### src/rtl/micro_op_sequencer.sv
`default_nettype none
// ============================================================================
// Module  : micro_op_sequencer
// Brief   : Buffers one decoded group and issues its micro-ops in program
//           order, holding serialized ops until all older ops have retired.
// Rev     : 1.0  initial release
// ============================================================================
module micro_op_sequencer #(
  parameter int DECODE_WIDTH     = 2,
  parameter int MICRO_OP_MAX_NUM = 3,
  parameter int ISSUE_WIDTH      = 2,
  parameter int MOP_W            = 64,
  parameter int SLOTS            = DECODE_WIDTH * MICRO_OP_MAX_NUM,
  parameter int IDX_W            = $clog2(SLOTS)
) (
  input  logic                         clk,
  input  logic                         rst,
  input  logic                         flush,
  input  logic                         inValid,
  input  logic [SLOTS-1:0]             inMopValid,
  input  logic [SLOTS-1:0]             inMopSerialized,
  input  logic [SLOTS*MOP_W-1:0]       inMop,
  output logic                         inReady,
  input  logic                         pipelineEmpty,
  output logic [ISSUE_WIDTH-1:0]       outValid,
  output logic [ISSUE_WIDTH*MOP_W-1:0] outMop,
  output logic [ISSUE_WIDTH*IDX_W-1:0] outIndex,
  input  logic                         outReady,
  output logic                         busy
);

  typedef enum logic [1:0] {
    S_EMPTY       = 2'd0,
    S_DRAIN       = 2'd1,
    S_SERIAL_WAIT = 2'd2
  } state_t;

  state_t                   r_state;
  state_t                   w_state_nxt;
  logic [SLOTS-1:0]         r_pending;
  logic [SLOTS-1:0]         r_ser;
  logic [SLOTS*MOP_W-1:0]   r_mop;

  logic [SLOTS-1:0]         w_emit;
  logic [SLOTS-1:0]         w_pending_nxt;
  logic [SLOTS-1:0]         w_ser_nxt;
  logic                     w_accept;
  logic                     w_stop;
  logic                     w_found;
  logic                     w_head_ser;
  int                       w_lane;

  // Lane selection: walk pending from the oldest slot, packing lanes densely.
  always_comb begin
    w_emit   = '0;
    outValid = '0;
    outMop   = '0;
    outIndex = '0;
    w_lane   = 0;
    w_stop   = 1'b0;
    if (r_state != S_EMPTY) begin
      for (int k = 0; k < SLOTS; k++) begin
        if (r_pending[k] && !w_stop) begin
          if (r_ser[k]) begin
            // A serialized op only leaves as the head, alone, once retired-empty.
            if ((w_lane == 0) && pipelineEmpty) begin
              w_emit[k]               = 1'b1;
              outValid[0]             = 1'b1;
              outMop[0 +: MOP_W]      = r_mop[k*MOP_W +: MOP_W];
              outIndex[0 +: IDX_W]    = IDX_W'(k);
            end
            w_stop = 1'b1;
          end else if (w_lane < ISSUE_WIDTH) begin
            for (int l = 0; l < ISSUE_WIDTH; l++) begin
              if (l == w_lane) begin
                outValid[l]              = 1'b1;
                outMop[l*MOP_W +: MOP_W] = r_mop[k*MOP_W +: MOP_W];
                outIndex[l*IDX_W +: IDX_W] = IDX_W'(k);
              end
            end
            w_emit[k] = 1'b1;
            w_lane    = w_lane + 1;
          end else begin
            w_stop = 1'b1;
          end
        end
      end
    end
  end

  // Ready also when this cycle's bundle empties the buffer: zero-bubble refill.
  assign inReady  = !flush && ((r_pending == '0) || (outReady && (w_emit == r_pending)));
  assign w_accept = inValid && inReady;
  assign busy     = |r_pending;

  always_comb begin
    w_pending_nxt = r_pending;
    w_ser_nxt     = r_ser;
    w_found       = 1'b0;
    w_head_ser    = 1'b0;
    if (flush) begin
      w_pending_nxt = '0;
    end else if (w_accept) begin
      w_pending_nxt = inMopValid;
      w_ser_nxt     = inMopSerialized;
    end else if (outReady && (|outValid)) begin
      w_pending_nxt = r_pending & ~w_emit;
    end
    for (int k = 0; k < SLOTS; k++) begin
      if (w_pending_nxt[k] && !w_found) begin
        w_found    = 1'b1;
        w_head_ser = w_ser_nxt[k];
      end
    end
    if (!w_found) begin
      w_state_nxt = S_EMPTY;
    end else if (w_head_ser && !pipelineEmpty) begin
      w_state_nxt = S_SERIAL_WAIT;
    end else begin
      w_state_nxt = S_DRAIN;
    end
  end

  always_ff @(posedge clk) begin
    if (!rst) begin
      r_pending <= '0;
      r_state   <= S_EMPTY;
    end else begin
      r_pending <= w_pending_nxt;
      r_state   <= w_state_nxt;
    end
  end

  // Payload and serial flags are qualified by r_pending, so they need no reset.
  always_ff @(posedge clk) begin
    r_ser <= w_ser_nxt;
    if (w_accept) begin
      r_mop <= inMop;
    end
  end

endmodule
`default_nettype wire

### config.mk
export PLATFORM = sky130hd
export DESIGN_NAME = micro_op_sequencer
export DESIGN_NICKNAME = d
export VERILOG_FILES = /design/src/rtl/micro_op_sequencer.sv
export SDC_FILE = /design/constraint.sdc
export NUM_CORES = 1
export LEC_CHECK = 0
export BUFFER_PORTS_ARGS = -buffer_cell sky130_fd_sc_hd__buf_4
export CORE_MARGIN = 4
export CORE_UTILIZATION = 40
export DETAILED_ROUTE_END_ITERATION = 8
export PLACE_DENSITY_LB_ADDON = 0.12
export SETUP_SLACK_MARGIN = 0.15
export SYNTH_ARGS = -nofsm -noshare
export SYNTH_HDL_FRONTEND = slang
export SYNTH_SLANG_ARGS = --single-unit
### constraint.sdc
create_clock -name clk -period 47.9 [get_ports clk]
set_input_delay 7.185 -clock clk [delete_from_list [all_inputs] [get_ports clk]]
set_output_delay 7.185 -clock clk [all_outputs]
set_load 0.02 [all_outputs]
Word-level counts from Yosys, hierarchy flattened
Cells that the tools add are included.
{"block": "classes", "bitwise_logic": 2, "n_lt_le_gt_ge": 5, "n_addsub": 4, "n_reduce_logical": 43, "muxes": 230, "n_eq_ne": 6}
{"operator": "$mux 128", "count": 23}
{"operator": "$mux 64", "count": 29}
{"operator": "$mux 32", "count": 17}
{"operator": "$mux 6", "count": 29}
{"operator": "$eq 2x32->1 const A", "count": 5}
{"operator": "$logic_not 32->1", "count": 5}
{"operator": "$lt 32x3->1 const B", "count": 5}
{"operator": "$add 32x2->32 const B", "count": 4}
{"operator": "$mux 1", "count": 83}
{"operator": "$mux 3", "count": 25}
{"operator": "$mux 2", "count": 24}
{"operator": "$logic_and 1x1->1", "count": 20}
{"operator": "$logic_not 1->1", "count": 12}
{"operator": "$and 6x6->6", "count": 1}
{"operator": "$eq 6x6->1", "count": 1}
{"operator": "$logic_not 6->1", "count": 1}
{"operator": "$not 6->6", "count": 1}
{"operator": "$reduce_or 6->1", "count": 1}
{"operator": "$reduce_and 2->1", "count": 1}
{"operator": "$reduce_bool 2->1", "count": 1}
{"operator": "$reduce_or 2->1", "count": 1}
{"operator": "$logic_or 1x1->1", "count": 1}
{"block": "word_totals", "ff_bits": 398, "word_cells": 294, "out_inout_bits": 138, "in_bits": 402}

Logic depth before layout (Yosys ltp)
Gate-level depths: netlist (run 1).
{"block": "logic_depth", "ltp_word": 60, "ltp_mapped": 33, "ltp_nobuf": 30}

Least setup slack after synthesis (run 1)
No wires, ideal clock.
{"block": "synth_path", "kind": "input -> register", "startpoint": "in pipelineEmpty", "endpoint": "reg r_state[1]", "required_time_ns": 47.761, "setup_time_ns": 0.139, "path_buffers": 1, "path_slack_ns": 25.628, "stages": 13, "arrival_time_ns": 22.132, "path_cell_list": "and3_1 a21oi_1 or3_1 ha_1 and4_1 nand4_1 a21oi_1 nand2_1 clkinv_1 buf_1 o21ai_0 o31ai_1 a211oi_2"}
{"block": "synth_via", "word_cells_on_any_way": 103, "classes_between": "1 x eq/ne; 76 x mux; 2 x bitwise; 24 x reduce/logical"}
{"element": "start, declared", "line": "24", "rtl": "input logic pipelineEmpty,"}
{"element": "$logic_and 1x1->1", "line": "66", "rtl": "if ((w_lane == 0) && pipelineEmpty) begin"}
{"element": "$mux 1", "line": "66"}
{"element": "$mux 1", "line": "64", "rtl": "if (r_ser[k]) begin"}
{"element": "$mux 1", "line": "63", "rtl": "if (r_pending[k] && !w_stop) begin"}
{"element": "$mux 6 (*)", "line": "61", "rtl": "if (r_state != S_EMPTY) begin"}
{"element": "$eq 6x6->1 (*)", "line": "92", "rtl": "assign inReady = !flush && ((r_pending == '0) || (outReady && (w_emit == r_pending)));"}
{"element": "$logic_and 1x1->1 (*)", "line": "92"}
{"element": "$logic_or 1x1->1 (*)", "line": "92"}
{"element": "[1 not listed]"}
{"element": "named net inReady", "line": "23", "rtl": "output logic inReady,"}
{"element": "[13 not listed]"}
{"element": "$logic_not 1->1", "line": "110", "rtl": "if (w_pending_nxt[k] && !w_found) begin"}
{"element": "$logic_and 1x1->1", "line": "110"}
{"element": "$mux 1", "line": "110"}
{"element": "$logic_not 1->1", "line": "110"}
{"element": "$logic_and 1x1->1", "line": "110"}
{"element": "$mux 1", "line": "110"}
{"element": "$logic_and 1x1->1", "line": "117", "rtl": "end else if (w_head_ser && !pipelineEmpty) begin"}
{"element": "$mux 2", "line": "117"}
{"element": "end signal, assigned", "line": "130", "rtl": "r_state <= w_state_nxt;"}
{"element": "end, declared", "line": "38", "rtl": "state_t r_state;"}
Mark *: on every way through the listed nets, which the timed path passes. The rest lies on a longest branch. The select of a mux whose other input is x is not followed.
A chain may end at the register's enable or synchronous reset.

Worst setup path after layout (run 1)
{"block": "layout_path", "startpoint": "in pipelineEmpty", "endpoint": "out outMop[40]"}
{"block": "layout_via", "elab_chain_len": 37, "word_cells_on_any_way": 47, "classes_between": "42 x mux; 5 x reduce/logical"}
{"element": "$mux 64", "line": "66"}
{"element": "$mux 64", "line": "64"}
{"element": "$mux 64", "line": "63"}
{"element": "$mux 64", "line": "61"}
{"element": "$mux 64", "line": "75", "rtl": "if (l == w_lane) begin"}
{"element": "$mux 128", "line": "73", "rtl": "end else if (w_lane < ISSUE_WIDTH) begin"}
{"element": "$mux 128", "line": "64"}
{"element": "$mux 128", "line": "63"}
{"element": "[21 not listed]"}
{"element": "$mux 128", "line": "73"}
{"element": "$mux 64", "line": "64"}
{"element": "$mux 128", "line": "63"}
{"element": "$mux 64", "line": "75"}
{"element": "$mux 128", "line": "73"}
{"element": "$mux 64", "line": "64"}
{"element": "$mux 128 (*)", "line": "63"}
{"element": "$mux 128 (*)", "line": "61"}
{"element": "end, declared", "line": "26", "rtl": "output logic [ISSUE_WIDTH*MOP_W-1:0] outMop,"}
Mark *: on every way between the ends. The rest lies on a longest branch, timed or not. The select of a mux whose other input is x is not followed.

==> flow_metrics.py, run 1 <==
metrics = {
    "cts": {
        "clockBufferDepth": 3,
        "cts_buffers": 45,
        "h-tree-depth": 2,
        "cts_tree": "built",
        "clock_latency_ns": 0.58,
        "cts_hold_buf": 0,
        "postCtsSetupBuffers": 0,
        "postCtsResizedCells": 0,
        "clock_tree.root_cell": "clkbuf_16",
        "cts_sinks": 398,
        "cts.clk_slew.worst_paths_ns": 0.06,
    },
    "floorplanning": {
        "die_x_um": 226,
        "die_area_um2": 50900,
        "core_um2": 46700,
        "ios": 540,
        "die_h_um": 226,
        "start_util_pct": 40.6,
        "num_rows": 79,
    },
    "setup_path": {
        "crit_chain": "buf_4 > inv_1 > a22oi_1 > nand3_1 > nor4b_2 > mux2_4 > buf_4 > a211oi_1 > a21oi_1 > nor2_1 > buf_4",
        "cp_top_family": "buffers and inverters",
        "reg2reg_setup_slack_ns": 39.39,
        "crit_fanout": 68,
        "cp.buffers_inverters": 4,
        "cpMostUsedCell": "buf_4",
        "cp-end-kind": "output pin",
        "crit_path_start_kind": "input pin",
        "crit_slowest_cell": "mux2_4",
        "crit_path_max_incr_delay_ns": 0.74,
        "worst-setup-path-type": "input pin to output pin",
        "cp.required_ns": 40.72,
        "arrival_ns": 10.30,
    },
    "timing": {
        "min_period_ns": 17.49,
        "fmax_ghz": 0.0572,
        "min_period_over_period_pct": 36.5,
        "setup_violations": 0,
        "hold_viol": 0,
        "report.final.slew_viol_count": 0,
        "worst_pin_slew_ns": 1.26,
        "rsz0062_at_grt": "false",
        "slew_headroom_pct": 15.9,
        "skew_ns": 0.0225,
        "tns_ns": 0,
    },
    "power_and_ir_drop": {
        "p_leak_nw": 9.02,
        "powerDensity_nw_per_um2": 33.9,
        "p_seq_share_pct": 49.5,
        "netSwitchingFraction_pct": 23.9,
        "clkPwrFrac_pct": 40.1,
        "power.switching_mw": 0.202,
        "vdd_drop_max_mv": 0.0259,
        "internal_power_mw": 0.641,
        "p_comb_share_pct": 10.3,
    },
    "synthesis": {
        "synth_area_um2": 18900,
        "synthTopCellsByArea": "edfxtp_1, nor2_1, a221oi_1",
        "ys_types": 76,
        "yosysSeqAreaShare_pct": 62.4,
        "yosys.area.top_type": "edfxtp_1",
        "synth_nets": 2087,
        "syn_avg_cell_area_um2": 11.3,
        "synth_edf_count": 384,
        "netlist_instances": 1669,
        "synth_top_area_share_pct": 60.9,
        "async_flop_share_pct": 0,
        "synth_seq_cells": 398,
        "yosysWarningCount": 0,
        "synthFlopType": "edfxtp_1",
    },
    "global_route": {
        "grt_pass1_wl_mm": 102,
        "grt_usage_pct": 26.4,
        "gr-total-overflow": 0,
        "grt_antenna_before_repair": 26,
        "grt_max_degree": 123,
        "grt_pass1_vias": 16121,
    },
    "finish": {
        "final_cells": 2790,
        "seq_area_um2": 11800,
        "final_cell_mix": "buf_4, edfxtp_1, nor2_1",
        "nFillCells": 4158,
        "final_nets": 2548,
        "area_growth_pct": 31.5,
        "final_common_cell": "buf_4",
        "multi_input_area_um2": 6550,
        "layout-drive-gt1-share_pct": 30.5,
    },
    "status": {
        "outcome": "complete, no violations",
    },
    "placement": {
        "port_buffers": 539,
        "placed_cells": 2690,
        "gp_congestion": 0.898,
        "place_hpwl_mm": 47.5,
    },
    "detailed_routing": {
        "drt-initial-drc-count": 1610,
        "dr.pass1.iters": 6,
        "drc_errors": 0,
        "vias": 16488,
        "ant_nets": 0,
        "wl_mm": 70.5,
        "post_drt_wl_per_cell_um": 25.3,
        "via_per_inst": 5.91,
    },
    "hold_path": {
        "hold_class": "register to register",
    },
    "flow_run": {
        "max_cap_viol_count": 0,
    },
}
-- per-layer routing --
layer  global-route usage, %  part of all wire [%]
met1                    33.5                    39
met2                    43.9                    49
met3                    6.25                   8.3
met4                    10.3                   3.5
met5                       0                  0.15
-- cell families after synthesis --
group	after synthesis	synth area share, %
multiplexers	8	0.588
AND/OR/NAND/NOR	543	12.2
XOR/XNOR	1	0.145
buffers and inverters	167	3.42
adder cells (fa/ha/maj)	16	1.06
AO/OA/AOI/OAI	536	20.2
flip-flops	398	62.4
-- state kept, by name, indices dropped and copies added, names as in the netlist --
signal and flops:
r_mop 384, r_pending 6, r_ser 6, r_state 2
-- path summary, 6_finish.rpt --
check / from / to / depth (start not counted)
setup / recovery: pipelineEmpty / outMop[40] / 11
hold reg to reg: r_ser[5]$_DFF_P_ / r_ser[5]$_DFF_P_ / 2
hold / removal: r_ser[5]$_DFF_P_ / r_ser[5]$_DFF_P_ / 2
setup reg to reg: r_pending[2]$_SDFF_PN0_ / r_mop[216]$_DFFE_PN_ / 23
-- area by class of cell --
type / instances / area share, %
sequential: 398 / 47.4
inverter: 19 / 0.327
clock buffer: 55 / 4.88
clock inverter: 26 / 0.884
antenna: 19 / 0.191
timing repair buffer: 562 / 16.9
multi-input combinational: 1104 / 26.3
tap: 607 / 3.05
-- synthesized netlist by cell type (14+ instances only) --
| cell type | n |
|---|---|
| ha_1 | 16 |
| clkbuf_1 | 129 |
| nor3_1 | 68 |
| nand2_1 | 92 |
| a211oi_1 | 67 |
| a221oi_1 | 129 |
| a21oi_1 | 149 |
| dfxtp_1 | 14 |
| nor2_1 | 336 |
| o21ai_0 | 75 |
| o311ai_0 | 64 |
| buf_1 | 14 |
| inv_1 | 17 |
| edfxtp_1 | 384 |
-- tightest hold or removal path, delay by kind of cell (launching register included) --
| kind | cells | cell delay (ns) |
|---|---|---|
| flops | 1 | 0.38 |
| simple gates | 2 | 0.18 |
-- power by group through the flow --
stage	Clock (mW)	Combinational, mW	Sequential, mW
2_1_floorplan	0	0.0441	0.430
3_3_place_gp	0	0.0867	0.424
3_5_place_dp	0	0.0873	0.424
4_1_cts	0.345	0.0876	0.417
5_1_grt	0.359	0.0950	0.419
6_report	0.338	0.0871	0.418
-- per-stage QoR --
step	hold WS, ns	util [%]	worst slack (ns)	cell area, um^2	power [mW]
finish	0.613	53.4	30.41	24900	0.843
global route	0.621	53.4	30.16	24900	0.874
detailed placement	0.585	50.2	30.39	23400	0.512
CTS	0.596	53.3	30.39	24900	0.850
floorplan	0.481	-	25.63	18900	0.474
global placement	0.571	50.2	30.49	23400	0.511
Note: power is estimated with default switching activity, not from simulation.
==> run 2: changes to the inputs <==
- clock period: 47.9 -> 15.2 ns (I/O delays scaled with it)
==> run 2 against run 1 <==
  * Flip-flop and latch count unchanged
  * Combinational power grew to 3.2 times the previous value
  * Final area is 0.58% lower
  * Wire length up 1.3%
  * Utilization fell by 0.31 points
  * Global-route usage is 0.22 points higher
  * Clock power rose to 3.0 times the previous value
  * Sequential share of layout area up 0.28 points
  * Worst setup slack got worse by 24 ns
==> flow_metrics.py, run 2 (same netlist as run 1, synthesis figures left out) <==
metrics = {
    "timing": {
        "hold_viol": 0,
        "worst_pin_slew_ns": 1.29,
        "rsz0062_at_grt": "false",
        "hold_ws_ns": 0.642,
        "min_period_over_period_pct": 59.6,
        "setup_violations": 0,
        "tns_ns": 0,
        "min_period_ns": 9.07,
        "skew_ns": 0.0236,
        "report.final.slew_viol_count": 0,
        "slew_headroom_pct": 13.8,
        "fmax_ghz": 0.110,
    },
    "finish": {
        "final_common_cell": "buf_4",
        "largestRegisters": "r_mop: 384 flops, r_pending: 6 flops, r_ser: 6 flops",
        "utilization_pct": 53.1,
        "final_nets": 2546,
        "area_growth_pct": 30.7,
        "layout-drive-gt1-share_pct": 30.2,
        "final_cell_mix": "buf_4, edfxtp_1, nor2_1",
        "regMostFlops": "r_mop",
        "largest_reg_flops": 384,
        "stdcell_area_um2": 24800,
    },
    "setup_path": {
        "cpMostUsedCell": "a21oi_1",
        "arrival_ns": 6.79,
        "crit_cells": 18,
        "cp.required_ns": 12.92,
        "crit_chain": "nor2b_1 > nand2_1 > o21ai_0 > inv_1 > ha_1 > or3b_1 > a211oi_2 > a21oi_1 > ha_1 > a21oi_1 > a211o_1 > nor4_4 > mux2_4 > buf_4 > a211oi_1 > a21oi_1 > nor2_1 > buf_4",
        "reg2reg_setup_slack_ns": 6.97,
        "r2r_start": "r_pending[2]$_SDFF_PN0_",
        "cp_top_family": "simple AND/OR/NAND/NOR gates",
        "cp-end-kind": "output pin",
        "crit_path_start_kind": "register",
        "crit_slowest_cell": "buf_4",
        "r2r_cells": 23,
        "crit_path_max_incr_delay_ns": 0.76,
        "endpoint": "outMop[24]",
        "cp.buffers_inverters": 3,
        "worst-setup-path-type": "register to output pin",
        "reg2reg_to": "r_mop[40]$_DFFE_PN_",
        "crit_start": "r_pending[2]$_SDFF_PN0_",
        "crit_fanout": 79,
    },
    "placement": {
        "port_buffers": 539,
        "gp_congestion": 0.920,
        "dpl-instance-area_um2": 23400,
        "place_hpwl_mm": 47.0,
    },
    "detailed_routing": {
        "wl_mm": 71.4,
        "via_per_inst": 5.96,
        "dr.pass1.iters": 6,
        "drt-initial-drc-count": 1761,
        "ant_nets": 0,
        "drc_errors": 0,
        "vias": 16534,
        "post_drt_wl_per_cell_um": 25.7,
    },
    "cts": {
        "cts_hold_buf": 0,
        "cts_tree": "built",
        "clock_tree.root_cell": "clkbuf_16",
        "cts.clk_slew.worst_paths_ns": 0.06,
        "clock_latency_ns": 0.57,
        "clockBufferDepth": 3,
        "cts_sinks": 398,
        "postCtsResizedCells": 0,
        "postCtsSetupBuffers": 0,
        "cts_buffers": 44,
        "h-tree-depth": 2,
    },
    "status": {
        "outcome": "complete, no violations",
    },
    "floorplanning": {
        "core_um2": 46700,
        "ios": 540,
        "num_rows": 79,
        "die_x_um": 226,
        "die_h_um": 226,
        "start_util_pct": 40.6,
        "die_area_um2": 50900,
    },
    "power_and_ir_drop": {
        "power.switching_mw": 0.631,
        "p_comb_share_pct": 10.6,
        "p_leak_nw": 8.97,
        "powerDensity_nw_per_um2": 105,
        "vdd_drop_max_mv": 0.0886,
        "clkPwrFrac_pct": 38.8,
        "netSwitchingFraction_pct": 24.2,
        "p_seq_share_pct": 50.5,
        "internal_power_mw": 1.98,
    },
    "hold_path": {
        "hold_class": "register to register",
        "min_path_cells": 2,
    },
    "global_route": {
        "grt_usage_pct": 26.6,
        "grt_pass1_wl_mm": 102,
        "grt_max_degree": 111,
        "grt_antenna_before_repair": 9,
        "gr-total-overflow": 0,
        "grt_pass1_vias": 16103,
    },
    "flow_run": {
        "max_cap_viol_count": 0,
    },
}
[run 2: changes by cell type in the layout (fill, tap and decap cells not counted), moves of 2 or more]
cell and change:
diode_2 -13, inv_6 -2, clkinv_2 +2, clkbuf_1 +6, clkinvlp_4 -2, clkbuf_8 -3
[run 2: worst min-delay path, stage by stage, from the launching register on]
cell and delay (ns):
dfxtp_1 0.40, nand2_1 0.10, nand2_1 0.08
[run 2: layer usage]
metal | wire [um] | part of all wire (%) | track usage (%) | vias to the layer above
met5 | 32 | 0.045 | 0 | -
met4 | 1840 | 2.6 | 7.67 | 6
met3 | 6290 | 8.8 | 6.21 | 125
met2 | 34800 | 49 | 44.2 | 889
met1 | 28400 | 40 | 35.1 | 8101
li1 | - | - | - | 7413
[run 2: power groups by stage]
stage / clock, mW / combinational, mW / sequential (mW)
2_1_floorplan: 0 / 0.139 / 1.34
3_3_place_gp: 0 / 0.275 / 1.34
3_5_place_dp: 0 / 0.277 / 1.34
4_1_cts: 1.03 / 0.278 / 1.32
5_1_grt: 1.08 / 0.300 / 1.32
6_report: 1.01 / 0.278 / 1.32
[run 2: layout make-up]
class                      instances  area (um^2)
antenna                            6         15.0
clock buffer                      57         1170
clock inverter                    22          159
fill                            4076        21900
inverter                          19         81.3
multi-input combinational       1104         6550
sequential                       398        11800
tap                              607          759
timing repair buffer             561         4210
[run 2: how the worst min path moves through the flow]
stage | start | end
5_1_grt | r_ser[5]$_DFF_P_ | r_ser[5]$_DFF_P_
3_3_place_gp | r_ser[5]$_DFF_P_ | r_ser[5]$_DFF_P_
6_report | r_ser[5]$_DFF_P_ | r_ser[5]$_DFF_P_
4_1_cts | r_ser[5]$_DFF_P_ | r_ser[5]$_DFF_P_
2_1_floorplan | r_ser[5]$_DFF_P_ | r_ser[5]$_DFF_P_
3_5_place_dp | r_ser[5]$_DFF_P_ | r_ser[5]$_DFF_P_
[run 2: through the flow]
step	setup WS (ns)	instances	total power, mW
after floorplan	3.64	1669	1.48
after global placement	6.88	2689	1.61
after detailed placement	6.73	2689	1.61
after CTS	6.10	2768	2.63
after global routing	5.71	2771	2.70
final	6.13	2774	2.61
